File: src/rtl/rv_pkg.sv
// Shared definitions for the pipelined core's register file: default sizes,
// register-address type and the hardwired-zero register index.
package rv_pkg;

  localparam int unsigned XLEN_DEF  = 32;
  localparam int unsigned NREGS_DEF = 32;
  localparam int unsigned AW_DEF    = $clog2(NREGS_DEF);

  typedef logic [AW_DEF-1:0] regaddr_t;

  localparam int unsigned REG_ZERO = 0;

endpackage

File: src/rtl/rf_scoreboard.sv
// Per-register busy scoreboard: allocate at issue, clear on writeback, flush all.
// Also keeps a registered population count of the busy vector.
module rf_scoreboard
  import rv_pkg::*;
#(
  parameter int unsigned NREGS    = NREGS_DEF,
  parameter int unsigned ZERO_REG = 1,
  parameter int unsigned AW       = $clog2(NREGS)
) (
  input  logic          clk,
  input  logic          reset,
  input  logic          alloc_en,
  input  logic [AW-1:0] alloc_addr,
  input  logic          wr0_en,
  input  logic [AW-1:0] wr0_addr,
  input  logic          wr1_en,
  input  logic [AW-1:0] wr1_addr,
  input  logic          flush,
  output logic [NREGS-1:0] busy,
  output logic [AW:0]   busy_count
);

  logic [NREGS-1:0] busy_q, busy_d;
  logic [AW:0]      count_q, count_d;

  // flush > alloc > write-clear > hold
  always_comb begin
    busy_d = busy_q;
    for (int r = 0; r < NREGS; r++) begin
      if (flush) begin
        busy_d[r] = 1'b0;
      end else if (alloc_en && alloc_addr == AW'(r) &&
                   !(ZERO_REG != 0 && r == int'(REG_ZERO))) begin
        busy_d[r] = 1'b1;
      end else if ((wr0_en && wr0_addr == AW'(r)) || (wr1_en && wr1_addr == AW'(r))) begin
        busy_d[r] = 1'b0;
      end
    end
  end

  always_comb begin
    count_d = '0;
    for (int r = 0; r < NREGS; r++) begin
      count_d = count_d + (AW+1)'(busy_d[r]);
    end
  end

  always_ff @(posedge clk or posedge reset) begin
    if (reset) begin
      busy_q  <= '0;
      count_q <= '0;
    end else begin
      busy_q  <= busy_d;
      count_q <= count_d;
    end
  end

  assign busy       = busy_q;
  assign busy_count = count_q;

endmodule

File: src/rtl/reg_file_sb.sv
// Parametrised register file with two prioritised write ports, optional
// write-through bypass and a busy scoreboard for issue hazard checks.
module reg_file_sb
  import rv_pkg::*;
#(
  parameter int unsigned XLEN     = XLEN_DEF,
  parameter int unsigned NREGS    = NREGS_DEF,
  parameter int unsigned NUM_RD   = 2,
  parameter int unsigned BYPASS   = 1,
  parameter int unsigned ZERO_REG = 1,
  localparam int unsigned AW      = $clog2(NREGS)
) (
  input  logic                 clk,
  input  logic                 reset,
  input  logic [NUM_RD*AW-1:0] rd_addr,
  output logic [NUM_RD*XLEN-1:0] rd_data,
  output logic [NUM_RD-1:0]    rd_busy,
  input  logic                 wr0_en,
  input  logic [AW-1:0]        wr0_addr,
  input  logic [XLEN-1:0]      wr0_data,
  input  logic                 wr1_en,
  input  logic [AW-1:0]        wr1_addr,
  input  logic [XLEN-1:0]      wr1_data,
  input  logic                 alloc_en,
  input  logic [AW-1:0]        alloc_addr,
  input  logic                 flush,
  output logic [AW:0]          busy_count
);

  localparam logic [AW-1:0] ZERO_ADDR = AW'(REG_ZERO);

  logic [XLEN-1:0]  mem_q [NREGS];
  logic [NREGS-1:0] busy;
  logic             wr0_ok, wr1_ok;

  assign wr0_ok = wr0_en && !(ZERO_REG != 0 && wr0_addr == ZERO_ADDR);
  assign wr1_ok = wr1_en && !(ZERO_REG != 0 && wr1_addr == ZERO_ADDR);

  // wr1 is applied last so it wins on a same-register collision
  always_ff @(posedge clk or posedge reset) begin
    if (reset) begin
      for (int r = 0; r < NREGS; r++) begin
        mem_q[r] <= '0;
      end
    end else begin
      if (wr0_ok) mem_q[wr0_addr] <= wr0_data;
      if (wr1_ok) mem_q[wr1_addr] <= wr1_data;
    end
  end

  rf_scoreboard #(
    .NREGS   (NREGS),
    .ZERO_REG(ZERO_REG),
    .AW      (AW)
  ) u_scoreboard (
    .clk       (clk),
    .reset     (reset),
    .alloc_en  (alloc_en),
    .alloc_addr(alloc_addr),
    .wr0_en    (wr0_en),
    .wr0_addr  (wr0_addr),
    .wr1_en    (wr1_en),
    .wr1_addr  (wr1_addr),
    .flush     (flush),
    .busy      (busy),
    .busy_count(busy_count)
  );

  for (genvar i = 0; i < NUM_RD; i++) begin : g_rd
    logic [AW-1:0]   addr;
    logic [XLEN-1:0] data;
    logic            bsy;
    logic            hit0, hit1, is_zero;

    assign addr    = rd_addr[i*AW +: AW];
    assign hit0    = wr0_en && wr0_addr == addr;
    assign hit1    = wr1_en && wr1_addr == addr;
    assign is_zero = ZERO_REG != 0 && addr == ZERO_ADDR;

    always_comb begin
      data = mem_q[addr];
      bsy  = busy[addr];
      if (BYPASS != 0) begin
        if (hit1)      data = wr1_data;
        else if (hit0) data = wr0_data;
        // a producer writing back this cycle resolves the hazard now
        if (hit0 || hit1) bsy = 1'b0;
      end
      if (is_zero) begin
        data = '0;
        bsy  = 1'b0;
      end
    end

    assign rd_data[i*XLEN +: XLEN] = data;
    assign rd_busy[i]              = bsy;
  end

endmodule

File: config.mk
export PLATFORM = sky130hd
export DESIGN_NAME = reg_file_sb
export DESIGN_NICKNAME = d
export VERILOG_FILES = /design/src/rtl/rv_pkg.sv /design/src/rtl/rf_scoreboard.sv /design/src/rtl/reg_file_sb.sv
export SDC_FILE = /design/constraint.sdc
export NUM_CORES = 2
export LEC_CHECK = 0
export BUFFER_PORTS_ARGS = -buffer_cell sky130_fd_sc_hd__clkbuf_2
export CAP_MARGIN = 25
export CORE_MARGIN = 5
export CORE_UTILIZATION = 24
export DETAILED_ROUTE_END_ITERATION = 8
export GPL_ROUTABILITY_DRIVEN = 0
export PLACE_DENSITY = 0.43
export SYNTH_ARGS = -nofsm -noshare
export SYNTH_HDL_FRONTEND = slang
export SYNTH_SLANG_ARGS = --single-unit
File: constraint.sdc
create_clock -name clk -period 34.2 [get_ports clk]
set_input_delay 3.42 -clock clk [delete_from_list [all_inputs] [get_ports clk]]
set_output_delay 3.42 -clock clk [all_outputs]
set_load 0.005 [all_outputs]
==> out/results.tsv <==
stage	metric	value	unit
timing	minimum clock period	11.53	ns
grt	total grt overflow	0	
clock_tree	clk root buf	clkbuf_16	
floorplan	effective utilization at floorplan	24.03	%
setup_path	worst reg-to-reg path cell count	18	
timing	Slew HR	17.15	%
synthesis	synthesized instance count	6783	
synthesis	Seq/Total Area, Yosys	39.28	%
floorplan	Rows	195	
run	Max Cap Viol	0	
placement	HPWL Detailed	215500	um
pwr	Pleak	0.03362	uW
floorplan	Die X	540.9	um
floorplan	Core ar.	0.2816	sq mm
layout	Layout Nets	6551	
pwr	Power, Total	4314	uW
clock_tree	Skew-Pair Late Insertion Delay	0.82	ns
pwr	power per cell area	56.57	mW/mm^2
synthesis	commonest cells in the netlist	dfrtp_1, mux2i_1, nand2_1, nor2_1, clkbuf_1	
synthesis	ys flop type	dfrtp_1	
detailed_routing	final WL	370700	um
setup_path	worst path cell trace	buf_8 -> buf_4 -> buf_4 -> buf_4 -> mux4_2 -> a211oi_1 -> a22o_1 -> o21ai_1 -> clkbuf_2	
detailed_routing	Via density	5.760	
clock_tree	clock buffer depth	3	
run_status	status	complete, no violations	
grt	global-route usage over all layers	24.49	%
timing	Layout Skew	0.01383	ns
setup_path	Crit Path Class	in2out	
synthesis	most frequent cell after synthesis	dfrtp_1	
clock_tree	post-cts gate resize count	0	
timing	Worst Max-Slew Pin Slew	1.211	ns
clock_tree	post-cts hold buffer count	0	
floorplan	Die H	540.9	um
grt	number of global-route vias before repair	57559	
clock_tree	Worst-path clk slew	0.07	ns
timing	final hold violations	0	
layout	layout cells sized above 1	17.59	%
timing	# setup viols final	0	
detailed_routing	# DRC	0	
grt	first-pass GRT wire length	505800	um
setup_path	Worst setup SP type	input pin	
setup_path	slowest stage delay, CP	0.81	ns
floorplan	die area	0.2926	sq mm
setup_path	Top cell by count, worst path	buf_4	
synthesis	ys async rst share	100.0	%
min_path	Hold Crit Depth	0	
synthesis	number of synthesized flops with an enable pin	0	
synthesis	area leader, netlist	dfrtp_1	
placement	PortBufs	166	
detailed_routing	vias	59324	
pwr	VDD IR max	0.00004369	V
clock_tree	total CTS buffers	121	
synthesis	Netlist cell types	66	
synthesis	synth warn	0	
setup_path	crit-path max FO	69	
synthesis	Synth Cell Area	0.06766	sq mm
timing	fin. max-slew vios	0	
detailed_routing	drt first pass iters	6	
detailed_routing	initial drt markers	7812	
timing	setup TNS	0	ns
setup_path	Worst Path Required	30.78	ns
grt	antenna violations before repair	57	
timing	Max Fclk	0.08676	GHz
layout	Layout Area Growth over Synthesis	12.71	%
grt	largest net degree at the start of global routing	109	
clock_tree	H-tree depth	3	
timing	RSZ-0062 raised after global routing	false	
setup_path	crit end category	primary output	
detailed_routing	routed len/inst	35.99	um
clock_tree	TritonCTS clock tree	yes	
setup_path	Crit-path slowest cell	buf_4	
detailed_routing	remaining antenna violation count	0	
synthesis	syn avg cell area	9.974	sq um
min_path	Worst Hold Class	reg2reg	
synthesis	syn nets	6910	
synthesis	Synth area leaders	dfrtp_1, mux4_2, mux2i_1, a22oi_1, nand2_1	
setup_path	crit path DAT	8.11	ns
clock_tree	CTS sink cnt	1062	
floorplan	I/O pins	167	
timing	part of the cycle the worst path needs	33.70	%
clock_tree	total setup buffers inserted after CTS	0	
synthesis	top-area cell type share of the netlist area	39.28	%
synthesis	register bit total from synthesis	1062	
-- sequential cells by signal (all words and copies together) (netlist names) --
name / cells
u_scoreboard.busy: 32
mem_q: 1024
u_scoreboard.busy_count: 6
-- cells in the final DEF (no fill, tap or decap), types with 9 or more instances in the layout --
cell type / n
clkbuf_1: 24
a2111oi_2: 15
o22ai_1: 62
nor2b_1: 17
and2_1: 29
nor2_2: 12
diode_2: 29
or2_2: 10
xnor2_1: 14
clkbuf_2: 155
o21ai_0: 506
xor2_1: 9
mux2i_1: 858
nor2_1: 553
a211o_1: 29
fa_1: 24
nand2b_1: 22
nor2_4: 31
clkinv_2: 24
o221ai_1: 31
a32o_1: 13
a22oi_1: 433
o21ai_1: 256
mux4_2: 411
clkbuf_8: 35
buf_16: 11
a21oi_1: 361
buf_4: 212
a32oi_1: 63
a2111oi_0: 13
a221oi_1: 31
a22o_1: 30
inv_1: 73
a211oi_1: 89
clkbuf_16: 123
nor3_4: 11
nand2_1: 706
dfrtp_1: 1062
nand2_4: 41
-- critical path, delay by kind of cell --
kind | cells | cell delay [ns]
compound gates | 3 | 0.90
buf+inv | 5 | 3.01
mux | 1 | 0.58
-- per-layer routing --
metal | part of all wire (%) | routed length (um) | global-route usage (%)
met1 | 38 | 142100 | 30.48
met2 | 44 | 163200 | 37.45
met3 | 10 | 37000 | 6.529
met4 | 7.6 | 28010 | 15.91
met5 | 0.078 | 290 | 0
-- power breakdown --
part	leakage (uW)	internal, uW	switching (uW)	total [uW]
Clock	0.00205	787	618	1400
Sequential	0.0133	1560	256	1820
Combinational	0.0183	529	563	1090
-- cell families (layout without fill, tap and decap cells) --
| group | count (synthesis) | after routing | synth area share [%] |
|---|---|---|---|
| AOI/OAI and AO/OA | 1953 | 1953 | 17.94 |
| and+or+nand+nor | 1493 | 1493 | 9.032 |
| muxes | 1274 | 1274 | 26.46 |
| DFF | 1062 | 1062 | 39.28 |
| buffers and inverters | 946 | 690 | 6.136 |
| adders and majority gates | 32 | 32 | 0.8581 |
| xor gates and xnor gates | 23 | 23 | 0.2978 |
| other | 0 | 29 | 0 |
-- area by class of cell --
class                           instances  area [sq um]
Antenna cell                           29         72.57
Clock buffer                          181          3636
Clock inverter                         45         515.5
Fill cell                           29519        205300
Inverter                               76         295.3
Multi-Input combinational cell       4775         37660
Sequential cell                      1062         26580
Tap cell                             3743          4683
Timing Repair Buffer                  388          2823
-- final timing paths --
| check | slack [ns] | end | start |
|---|---|---|---|
| max | 22.67 | rd_data[23] | rd_addr[1] |
| min in group asynchronous | 2.72 | mem_q[610] | reset |
| max in group asynchronous | 27.29 | mem_q[151] | reset |
| min reg2reg | 0.40 | mem_q[995] | mem_q[995] |
| min | 0.40 | mem_q[995] | mem_q[995] |
| max reg2reg | 28.84 | u_scoreboard.busy_count[4] | u_scoreboard.busy[14] |
-- stage by stage --
| stage | hold slack, ns | instances | setup WS, ns | util (%) | instance area (sq um) |
|---|---|---|---|---|---|
| global route | 0.4073 | 10279 | 22.52 | 27.07 | 76210 |
| global placement | 0.3790 | 10027 | 22.70 | 25.46 | 71680 |
| finish | 0.4030 | 10299 | 22.67 | 27.08 | 76260 |
| floorplan | 0.4413 | 6783 | 0.8861 | - | 67660 |
| detailed placement | 0.3859 | 10036 | 22.63 | 25.51 | 71810 |
| CTS | 0.4009 | 10262 | 22.64 | 26.98 | 75970 |
(Power assumes the default switching activity.)
